==> config.mk <==
export PLATFORM = sky130hd
export DESIGN_NAME = move_executor
export DESIGN_NICKNAME = d
export VERILOG_FILES = /design/src/rtl/move_executor.sv
export SDC_FILE = /design/constraint.sdc
export NUM_CORES = 1
export LEC_CHECK = 0
export ABC_AREA = 1
export BUFFER_PORTS_ARGS = -buffer_cell sky130_fd_sc_hd__buf_2
export CORE_MARGIN = 10
export CORE_UTILIZATION = 49
export CTS_CLUSTER_SIZE = 10
export DETAILED_ROUTE_END_ITERATION = 12
export GPL_TIMING_DRIVEN = 0
export PLACE_DENSITY = 0.82
export SLEW_MARGIN = 20
export SYNTH_ARGS = -nofsm -noshare
export SYNTH_HDL_FRONTEND = slang
export SYNTH_SLANG_ARGS = --single-unit
==> constraint.sdc <==
create_clock -name i_clk -period 1.56 [get_ports i_clk]
set_input_delay 0.078 -clock i_clk [delete_from_list [all_inputs] [get_ports i_clk]]
set_output_delay 0.078 -clock i_clk [all_outputs]
set_load 0.01 [all_outputs]
==> src/rtl/move_executor.sv <==
// -----------------------------------------------------------------------------
// move_executor
//   Retires one decoded register-to-register move per transaction. It accepts a
//   move from the decoder over a valid/ready handshake, reads the source
//   register through the combinational register-file read port, and then
//   strobes the one-hot destination write enable.
//
//   Optional feature macro: MOVE_ZERO_FLAG_EN
//     When defined, adds o_zero_flag / o_zero_flag_we. These are driven during
//     the write cycle and report whether the value written is zero.
//
// Ports
//   i_clk, i_rst_n          clock (rising edge), asynchronous active-low reset
//   i_mv_valid, o_mv_ready  move handshake; ready is high only while idle
//   i_acc_sel               move targets the accumulator path (dest must be A)
//   i_source_reg_sel        source register index
//   i_destination_reg_flag  one-hot destination (bit0=A .. bit3=D)
//   o_rf_rd_sel             register-file read select, held outside READ
//   i_rf_rd_data            register-file read data (combinational)
//   o_rf_wr_en              one-hot register write strobe
//   o_rf_wr_data            register write data
//   o_acc_wr_en             accumulator-path write strobe
//   o_zero_flag(_we)        (MOVE_ZERO_FLAG_EN only) zero flag and its strobe
//   o_done                  1-cycle pulse when a move retires (including NOP)
//   o_err                   1-cycle pulse when an illegal move is rejected
// -----------------------------------------------------------------------------
module move_executor #(
   parameter int unsigned DATA_W    = 8,
   parameter int unsigned REG_COUNT = 4
) (
   input  logic              i_clk,
   input  logic              i_rst_n,
   input  logic              i_mv_valid,
   output logic              o_mv_ready,
   input  logic              i_acc_sel,
   input  logic [2:0]        i_source_reg_sel,
   input  logic [3:0]        i_destination_reg_flag,
   output logic [2:0]        o_rf_rd_sel,
   input  logic [DATA_W-1:0] i_rf_rd_data,
   output logic [3:0]        o_rf_wr_en,
   output logic [DATA_W-1:0] o_rf_wr_data,
   output logic              o_acc_wr_en,
`ifdef MOVE_ZERO_FLAG_EN
   output logic              o_zero_flag,
   output logic              o_zero_flag_we,
`endif
   output logic              o_done,
   output logic              o_err
);

   typedef enum logic [2:0] {
      StIdle,
      StRead,
      StWrite,
      StNop,
      StErr
   } state_e;

   // Destination bits that name an existing register.
   localparam logic [3:0] RegMask =
      (REG_COUNT >= 4) ? 4'hF : 4'((32'd1 << REG_COUNT) - 32'd1);

   state_e              r_state;
   logic [2:0]          r_rd_sel;
   logic [3:0]          r_dest;
   logic                r_acc;
   logic [DATA_W-1:0]   r_data;
   logic [3:0]          r_wr_en;
   logic                r_acc_wr;
   logic                r_done;
   logic                r_err;
   logic                r_zf;
   logic                r_zf_we;

   logic                w_dest_ok;
   logic                w_src_ok;
   logic                w_acc_ok;
   logic                w_legal;
   logic                w_self;

   always_comb begin
      w_dest_ok = $onehot(i_destination_reg_flag)
                  && ((i_destination_reg_flag & ~RegMask) == 4'b0000);
      w_src_ok  = 32'(i_source_reg_sel) < REG_COUNT;
      w_acc_ok  = !i_acc_sel || (i_destination_reg_flag == 4'b0001);
      w_legal   = w_dest_ok && w_src_ok && w_acc_ok;
      // Source and destination name the same register: retire as a NOP.
      w_self    = ((4'b0001 << i_source_reg_sel) == i_destination_reg_flag);
   end

   // Ready is forced low while reset is asserted, even though the state is idle.
   assign o_mv_ready = (r_state == StIdle) && i_rst_n;

   always_ff @(posedge i_clk or negedge i_rst_n) begin
      if (!i_rst_n) begin
         r_state  <= StIdle;
         r_rd_sel <= 3'd0;
         r_dest   <= 4'd0;
         r_acc    <= 1'b0;
         r_data   <= '0;
         r_wr_en  <= 4'd0;
         r_acc_wr <= 1'b0;
         r_done   <= 1'b0;
         r_err    <= 1'b0;
         r_zf     <= 1'b0;
         r_zf_we  <= 1'b0;
      end else begin
         // Strobes are single-cycle; they are set only on the edge entering
         // WRITE / NOP / ERR.
         r_wr_en  <= 4'd0;
         r_acc_wr <= 1'b0;
         r_done   <= 1'b0;
         r_err    <= 1'b0;
         r_zf     <= 1'b0;
         r_zf_we  <= 1'b0;
         case (r_state)
            StIdle: begin
               if (i_mv_valid) begin
                  r_dest <= i_destination_reg_flag;
                  r_acc  <= i_acc_sel;
                  if (!w_legal) begin
                     r_state <= StErr;
                     r_err   <= 1'b1;
                  end else if (w_self) begin
                     r_state <= StNop;
                     r_done  <= 1'b1;
                  end else begin
                     r_state  <= StRead;
                     r_rd_sel <= i_source_reg_sel;
                  end
               end
            end
            StRead: begin
               r_state  <= StWrite;
               r_data   <= i_rf_rd_data;
               r_wr_en  <= r_dest;
               r_acc_wr <= r_acc;
               r_done   <= 1'b1;
               r_zf_we  <= 1'b1;
               r_zf     <= (i_rf_rd_data == '0);
            end
            StWrite, StNop, StErr: begin
               r_state <= StIdle;
            end
            default: begin
               r_state <= StIdle;
            end
         endcase
      end
   end

   assign o_rf_rd_sel  = r_rd_sel;
   assign o_rf_wr_en   = r_wr_en;
   assign o_rf_wr_data = r_data;
   assign o_acc_wr_en  = r_acc_wr;
   assign o_done       = r_done;
   assign o_err        = r_err;

`ifdef MOVE_ZERO_FLAG_EN
   assign o_zero_flag    = r_zf;
   assign o_zero_flag_we = r_zf_we;
`else
   // Zero-flag tracking is not exported in this build.
   logic w_zf_unused;
   assign w_zf_unused = r_zf ^ r_zf_we;
`endif

endmodule

==> results of run 1 <==
[worst reg2reg max path, stage by stage (launching register included)]
cell	delay [ns]
dfrtp_1	0.39
or2_4	0.26
inv_2	0.07
nand2_4	0.07
buf_6	0.16
mux2_4	0.30
[repair_timing]
item	CTS	global route
gates resized for setup	8	3
hold buffers	10	0
setup endpoints to repair	5	4
buffers inserted	5	4
hold endpoints to repair	34	0
pin swaps	8	7
[cells in the final DEF, fill, tap and decap left out]
| cell | n |
|---|---|
| buf_2 | 35 |
| dfrtp_1 | 26 |
| nand2_1 | 21 |
| inv_1 | 9 |
| nor2_1 | 9 |
| dlygate4sd3_1 | 9 |
| buf_4 | 9 |
| nand3_1 | 7 |
| mux2_2 | 5 |
| inv_2 | 4 |
| o21ai_1 | 4 |
| nand2_2 | 3 |
| nand4_1 | 3 |
| a21oi_1 | 3 |
| mux2_4 | 3 |
| clkbuf_4 | 3 |
| nand2_4 | 2 |
| buf_6 | 2 |
| ha_4 | 2 |
| buf_12 | 2 |
| or2_4 | 1 |
| inv_4 | 1 |
| inv_12 | 1 |
| nor2_2 | 1 |
| nor3_4 | 1 |
| nor2_4 | 1 |
| nor3b_1 | 1 |
| a21boi_1 | 1 |
| fa_1 | 1 |
| ha_1 | 1 |
| clkbuf_8 | 1 |
| buf_8 | 1 |
[metrics by stage]
step / instances / setup WS [ns] / setup TNS [ns] / instance area (um2)
2_1_floorplan: 113 / -0.150 / -0.558 / 1210
3_5_place_dp: 178 / -0.470 / -2.65 / 1430
4_1_cts: 197 / 0.00111 / 0 / 1640
5_1_grt: 201 / -0.0882 / -0.363 / 1690
6_report: 201 / -0.000759 / -0.000759 / 1690
3_3_place_gp: 178 / -0.436 / -2.48 / 1430
[per-layer routing]
metal  track usage [%]  up-vias  routed length (um)
met2              21.7       39                1360
met3              2.42        4                 271
met4              5.91        0                  38
met1              13.7      433                1080
met5                 0        -                   0
li1                  -      481                   -
[power by group]
group	switching, uW	internal [uW]
registers	67.2	816
logic	281	294
clock network	184	143
[worst max path at each step]
stage | depth (start not counted) | slack (ns) | endpoint | start
floorplan | 11 | -0.15 | o_rf_rd_sel[0] | i_destination_reg_flag[3]
detailed placement | 12 | -0.47 | o_rf_rd_sel[1] | i_destination_reg_flag[3]
finish | 11 | -0.0008 | r_state[1] | i_destination_reg_flag[3]
global placement | 12 | -0.44 | o_rf_rd_sel[1] | i_destination_reg_flag[3]
global route | 11 | -0.09 | r_state[1] | i_destination_reg_flag[3]
CTS | 11 | 0.001 | r_state[1] | i_destination_reg_flag[0]
[state kept, by name, indices dropped and copies added (netlist names)]
register and flops:
o_rf_wr_data 8, o_rf_wr_en 4, r_dest 4, o_rf_rd_sel 3, r_state 3, o_acc_wr_en 1
o_done 1, o_err 1, r_acc 1
[cells by family (layout without fill, tap and decap cells)]
group                      count (synthesis)  count (layout)  share of synthesized area [%]
AOI/OAI and AO/OA                          8               8                           3.66
muxes                                      8               8                           8.71
DFF                                       26              26                           55.9
and+or+nand+nor                           50              50                           20.5
adders and majority gates                  4               4                           4.95
buffers and inverters                     17              77                           6.24
[area by class of cell]
| type | count | area share [%] |
|---|---|---|
| clock buffers | 4 | 2.15 |
| plain buffers | 2 | 0.964 |
| repair buffers | 56 | 23.4 |
| multi-input cells | 70 | 28.7 |
| well taps | 28 | 2.08 |
| flip-flops and latches | 26 | 38.5 |
| inverters | 15 | 4.23 |
==> results.cfg, run 1 <==
[sta]
timing.final.max_slew_violations = 0
fin_ws_ns = -0.000759
max_slew_margin_pct = 87.8
fmax_ghz = 0.641
fin_crit_ns = 1.56
clock-skew-final_ns = 0.00113
rsz0062_at_grt = true
hold_ws_ns = 0.0312
worstMarginPinSlew_ns = 0.182
period_share_pct = 100
final-hold-violation-count = 0
setup_viol = 1

[cells_and_area]
multi_input_area_um2 = 484
syn_to_final_growth_pct = 45.1
seq_area_um2 = 651
finish.utilization_pct = 75.6
diodes = 0
drive_gt1_share_pct = 45.1
nFillCells = 142
nNetsFinal = 197

[logic_synthesis]
synthTopCellsByArea = dfrtp_1 (56%), nand2_1 (7.7%), mux2_2 (4.8%)
synth_edf_count = 0
ys_ff_latch = 26
synthesis.area_um2 = 1160
synth_cells = 113
ys_seq_area_share_pct = 55.9
synth.avg_cell_area_um2 = 10.3
synth_top_area_share_pct = 55.9
ys.flop_type = dfrtp_1
synth_commonest_cells = dfrtp_1 (26), nand2_1 (24), inv_1 (12)
yosysMostFrequentCell = dfrtp_1
syn_nets = 136
yosysUniqueCellTypes = 23
synth-async-reset-ratio_pct = 100
synth_top_cell_by_area = dfrtp_1
ys_warn_count = 0

[worst_hold_path]
hp-start = i_acc_sel
hp-class = primary input to flip-flop
whs_path_depth = 3
holdPathEnd = r_acc

[critical_path]
worstPathCellList = buf_12 > inv_12 > fa_1 > inv_2 > ha_4 > nand2_4 > nor3_4 > nand2_2 > nor2_4 > nand4_1 > nand2_1
reg2reg_from = r_state[1]
crit_path_start_kind = primary input
r2r.worst_path.cells = 5
path_class = primary input to flip-flop
cp.required_ns = 1.82
path_max_fanout = 6
critPathArrivalTime_ns = 1.82
max_stage_delay_ns = 0.55
end_kind = flip-flop
cp_slowest_cell = fa_1
cp_top_family = adder cells
timing.rr.end = o_rf_wr_data[7]
worst-path-buf-inv = 3
r2r_setup_slack_ns = 0.21

[floorplan]
core_area_um2 = 2230
die_w_um = 68.7
initial_utilization_pct = 52.1
placementRows = 17
die-area_um2 = 4720
die_y_um = 68.7
io-pin-count = 38

[detailed_routing]
detail_route.wl_per_cell_um = 13.7
drt_first_pass_iters = 4
drt_wl_total_um = 2750
num_vias = 957
drc = 0
drt_iter0_drc = 25
ant_nets = 0
viasPerCell = 4.76

[cts]
cts_tree = done
cts_buffers = 3
clkTransAtPathRegs_ns = 0.13
clk_latency_ns = 0.31
root_buffer = clkbuf_4
cts_buffer_depth = 2
htreeDepth = 1
cts.sinks = 26

[global_routing]
grt_pass1_wl_um = 4510
grt_pass1_vias = 1025
grt_max_degree = 27
grt_antenna_before_repair = 0
grt-ovfl-total = 0
track_usage_pct = 12.2

[pwr]
leakagePower_uw = 0.000924
ir_worst_vdd_mv = 0.706
power.total_uw = 1780
p_per_area_nw_per_um2 = 1060

[placement]
place_congestion = 0.771
dp_hpwl_um = 1930
port_buffers = 37

[outcome]
violations = negative setup slack
outcome = complete, but fails checks

[job]
max_cap_viol_count = 0
Note: power is estimated with default switching activity, not from simulation.
==> run 2: changes to the inputs <==
Settings changed: ABC_AREA 1 to 0, CORE_UTILIZATION 49 to 48, PLACE_DENSITY 0.82 to 0.81, TNS_END_PERCENT set to 10.
==> results.cfg, run 2 <==
[outcome]
outcome = complete, but fails checks
violations = negative setup slack

[sta]
fmax_ghz = 0.520
timing.final.max_slew_violations = 0
worstMarginPinSlew_ns = 0.527
period_share_pct = 123
max_slew_margin_pct = 64.9
hold_ws_ns = 0.0278
clock-skew-final_ns = 0.00166
setup_viol = 7
final-hold-violation-count = 0
fin_ws_ns = -0.365
fin_crit_ns = 1.92
rsz0062_at_grt = true

[logic_synthesis]
synth_edf_count = 0
yosysMostFrequentCell = dfrtp_1
synth.avg_cell_area_um2 = 12.7
synth_cells = 89
syn_nets = 112
synth_top_cell_by_area = dfrtp_1
synthesis.area_um2 = 1130
synth-async-reset-ratio_pct = 100
yosysUniqueCellTypes = 29
synthTopCellsByArea = dfrtp_1 (58%), mux2_2 (9.0%), ha_1 (3.3%)
synth_commonest_cells = dfrtp_1 (26), mux2_2 (9), inv_1 (6)
synth_top_area_share_pct = 57.6
ys_warn_count = 0
ys_seq_area_share_pct = 57.6
ys.flop_type = dfrtp_1
ys_ff_latch = 26

[floorplan]
placementRows = 17
io-pin-count = 38
die_w_um = 68.5
initial_utilization_pct = 50.5
core_area_um2 = 2230
die-area_um2 = 4690
die_y_um = 68.5

[critical_path]
cp.required_ns = 1.77
max_stage_delay_ns = 0.53
end_kind = flip-flop
path_class = primary input to flip-flop
cp_slowest_cell = fa_1
crit_path_start_kind = primary input
critPathArrivalTime_ns = 2.14
worstPathCellList = buf_8 > inv_4 > fa_1 > inv_1 > ha_2 > ha_4 > nor4b_4 > o21ai_2 > nor2_2 > a21boi_4 > mux2_4
path_max_fanout = 3

[detailed_routing]
drt_wl_total_um = 2470
detail_route.wl_per_cell_um = 14.2
drt_iter0_drc = 25
viasPerCell = 4.89
drc = 0
num_vias = 850
drt_first_pass_iters = 4
ant_nets = 0

[global_routing]
track_usage_pct = 11.3
grt_antenna_before_repair = 0
grt_pass1_vias = 934
grt_max_degree = 27
grt_pass1_wl_um = 4100
grt-ovfl-total = 0

[cells_and_area]
diodes = 0
syn_to_final_growth_pct = 43.6
finish.utilization_pct = 72.5
largest_register_ff_count = 8
layout.cells.non_filler = 174
nFillCells = 157
layout.cells.most_common = buf_2
nNetsFinal = 170
drive_gt1_share_pct = 49.3
final_cell_mix = buf_2 (35), dfrtp_1 (26), mux2_2 (9), dlygate4sd3_1 (9)

[pwr]
p_sw_share_pct = 28.2
clockPowerShare_pct = 18.8
p_int_uw = 1230
leakagePower_uw = 0.000858
pwr-share-comb_pct = 29.6
p_sw_uw = 483
power.total_uw = 1710
ir_worst_vdd_mv = 0.784
seqPwrFrac_pct = 51.5
p_per_area_nw_per_um2 = 1060

[cts]
root_buffer = clkbuf_4
htreeDepth = 1
cts.sinks = 26
clkTransAtPathRegs_ns = 0.12
cts_buffers = 3
clk_latency_ns = 0.31
cts_tree = done
cts_buffer_depth = 2

[placement]
dp_hpwl_um = 1800
place_congestion = 0.704
port_buffers = 37
dpl.cell_count = 154

[worst_hold_path]
hp-class = primary input to flip-flop

[job]
max_cap_viol_count = 0
==> run 2: cell type report <==
type / count / area (um2) / share of cell area (%)
Tap cell: 28 / 35.0 / 2.16
Timing Repair Buffer: 53 / 360 / 22.2
Inverter: 6 / 32.5 / 2.01
Multi-Input combinational cell: 55 / 494 / 30.5
Sequential cell: 26 / 651 / 40.2
Buffer: 2 / 11.3 / 0.695
Clock buffer: 4 / 36.3 / 2.24
==> run 2: path summary, 6_finish.rpt <==
kind	start	to	slack, ns	cells after the start
setup / recovery	i_destination_reg_flag[0]	o_rf_rd_sel[1]	-0.36	11
hold / removal	i_destination_reg_flag[3]	r_dest[3]	0.03	3
setup reg to reg	r_state[1]	o_rf_rd_sel[1]	-0.01	5
min in group asynchronous	i_rst_n	o_rf_wr_en[2]	0.38	3
max in group asynchronous	i_rst_n	o_acc_wr_en	0.84	3
hold reg to reg	r_dest[3]	r_dest[3]	0.50	2
==> run 2: power by group through the flow <==
stage / Combinational [uW] / Clock, uW / Sequential (uW)
global route: 555 / 363 / 905
finish: 508 / 323 / 883
detailed placement: 460 / 0 / 893
floorplan: 196 / 0 / 945
global placement: 443 / 0 / 885
CTS: 514 / 335 / 881
==> run 2: timing repair <==
item                       4_1_cts  5_1_grt
resized for setup               14        2
setup endpoints to repair        8       17
pin swaps                        6        1
hold buffers                     9        1
setup buffers                    6        0
hold endpoints to repair        34       26
==> run 2: kinds of logic (layout without fill, tap and decap cells) <==
group	count (synthesis)	count (layout)	share of synthesized area, %
flip-flops	26	26	57.6
AND/OR/NAND/NOR	29	29	16.2
multiplexers	11	11	11.0
buffers and inverters	8	65	2.77
XOR/XNOR	1	1	0.776
adder cells (fa/ha/maj)	4	4	5.10
AO/OA/AOI/OAI	10	10	6.54
==> run 2: layer usage <==
metal,part of all wire (%),GRT usage (%),vias up
met4,1.1,6.78,0
li1,-,-,422
met3,8.4,2.25,3
met2,51,20.5,34
met5,0,0,-
met1,39,11.8,391
==> run 2: worst max-delay path, delay by kind of cell <==
kind	cells	cell delay (ns)
adder cells (fa/ha/maj)	3	0.93
AND/OR/NAND/NOR	2	0.34
AO/OA/AOI/OAI	2	0.33
multiplexers	1	0.31
buffers and inverters	3	0.15
==> run 2: through the flow <==
| step | TNS (ns) | setup slack, ns | area (um2) |
|---|---|---|---|
| final | -1.70 | -0.365 | 1620 |
| after global routing | -1.98 | -0.415 | 1620 |
| after CTS | -1.62 | -0.374 | 1610 |
| after detailed placement | -5.22 | -0.967 | 1380 |
| after global placement | -5.02 | -0.930 | 1380 |
| after floorplan | -2.51 | -0.609 | 1160 |
==> run 3: changes to the inputs <==
Settings changed: CORE_UTILIZATION 48 to 36, GPL_ROUTABILITY_DRIVEN set to 0, PLACE_DENSITY 0.81 to 0.64.
==> results.cfg, run 3 (same netlist as run 2, synthesis figures left out) <==
[detailed_routing]
drt_wl_total_um = 2600
num_vias = 906
drc = 0
drt_first_pass_iters = 4
drt_iter0_drc = 15
ant_nets = 0
detail_route.wl_per_cell_um = 13.3
viasPerCell = 4.65

[pwr]
clockPowerShare_pct = 19.3
p_sw_uw = 491
p_per_area_nw_per_um2 = 1020
p_sw_share_pct = 28.4
leakagePower_uw = 0.000886
seqPwrFrac_pct = 51.2
ir_worst_vdd_mv = 0.308
pwr-share-comb_pct = 29.5
p_int_uw = 1230

[cts]
htreeDepth = 1
cts_tree = done
cts.sinks = 26
clk_latency_ns = 0.32
cts_buffers = 3
cts_buffer_depth = 2
root_buffer = clkbuf_4
clkTransAtPathRegs_ns = 0.13

[global_routing]
use_met1_pct = 9.51
grt_pass1_vias = 1034
grt-ovfl-total = 0
grt_antenna_before_repair = 0
grt.busiest_layer = met2
grt_max_degree = 27
grt_pass1_wl_um = 4560
met3_usage_pct = 2.95
track_usage_pct = 9.46
use_met2_pct = 16.7

[cells_and_area]
layout.cells.most_common = buf_2
final_area_um2 = 1700
final_cell_mix = buf_2 (35), dfrtp_1 (26), mux2_2 (9), dlygate4sd3_1 (9)
nNetsFinal = 175
diodes = 0
finish.utilization_pct = 56.1
syn_to_final_growth_pct = 50.4
drive_gt1_share_pct = 50.3
largest_register_ff_count = 8

[placement]
placed_area_um2 = 1400
dp_hpwl_um = 1840
port_buffers = 37

[worst_hold_path]
hp-start = i_destination_reg_flag[3]
whs_path_depth = 3
holdPathEnd = r_dest[3]
hp-class = primary input to flip-flop

[sta]
rsz0062_at_grt = true
max_slew_margin_pct = 79.4
hold_ws_ns = 0.0146
worstMarginPinSlew_ns = 0.307
fmax_ghz = 0.507
final-hold-violation-count = 0
period_share_pct = 126
clock-skew-final_ns = 0.00345
fin_crit_ns = 1.97
timing.final.max_slew_violations = 0
fin_ws_ns = -0.412
setup_viol = 7

[critical_path]
path_max_fanout = 3
crit_path_start_kind = primary input
cp.required_ns = 1.78
path_class = primary input to flip-flop
end_kind = flip-flop
critPathArrivalTime_ns = 2.19
timing.rr.end = o_rf_rd_sel[0]
r2r.worst_path.cells = 5
reg2reg_from = r_state[1]
r2r_setup_slack_ns = -0.08

[outcome]
violations = negative setup slack
outcome = complete, but fails checks

[job]
max_cap_viol_count = 0

[floorplan]
io-pin-count = 38
die-area_um2 = 5770
placementRows = 20
die_y_um = 76.0
initial_utilization_pct = 37.3
core_area_um2 = 3030
die_w_um = 76.0
[run 3: timing repair]
item	in CTS	in global routing
endpoints found under the setup margin	8	18
hold buffers	10	0
cloned	0	0
buffers inserted	10	1
pin swaps	6	1
gates resized for setup	17	1
endpoints found under the hold margin	34	0
[run 3: area by class of cell]
class / count / area, um2
Buffer: 2 / 8.76
Clock buffer: 4 / 36.3
Fill cell: 266 / 1330
Inverter: 6 / 32.5
Multi-Input combinational cell: 55 / 487
Sequential cell: 26 / 651
Tap cell: 44 / 55.1
Timing Repair Buffer: 58 / 428
[run 3: how the worst max path moves through the flow]
stage                endpoint                      start  depth (start not counted)
6_report       o_rf_rd_sel[0]  i_destination_reg_flag[0]                         11
4_1_cts        o_rf_rd_sel[0]  i_destination_reg_flag[0]                         11
2_1_floorplan  o_rf_rd_sel[0]  i_destination_reg_flag[3]                         10
3_3_place_gp   o_rf_rd_sel[1]  i_destination_reg_flag[3]                         11
3_5_place_dp   o_rf_rd_sel[0]  i_destination_reg_flag[3]                         11
5_1_grt        o_rf_rd_sel[1]  i_destination_reg_flag[0]                         11
[run 3: power groups by stage]
stage                     sequential (uW)  combinational [uW]  clock, uW
after floorplan                       945                 196          0
after global placement                887                 448          0
after detailed placement              896                 455          0
after CTS                             881                 515        340
after global routing                  905                 567        370
final                                 883                 510        332
[run 3: through the flow]
step | total power (uW) | setup slack [ns] | TNS, ns | cells
finish | 1730 | -0.412 | -1.90 | 195
CTS | 1740 | -0.376 | -1.62 | 194
global route | 1840 | -0.502 | -2.53 | 195
detailed placement | 1350 | -0.979 | -5.39 | 170
floorplan | 1140 | -0.609 | -2.51 | 89
global placement | 1330 | -0.940 | -5.12 | 170
[run 3: worst max-delay path, cell delays in order]
cell      delay [ns]
buf_8           0.08
inv_4           0.03
fa_1            0.52
inv_1           0.05
ha_2            0.19
ha_4            0.22
nor4b_4         0.24
o21ai_2         0.11
nor2_2          0.14
a21boi_4        0.24
mux2_4          0.31
[run 3: per-layer routing]
layer,vias up,wire length [um]
met4,0,65
met2,28,1350
met1,442,1030
met5,-,0
li1,431,-
met3,5,150
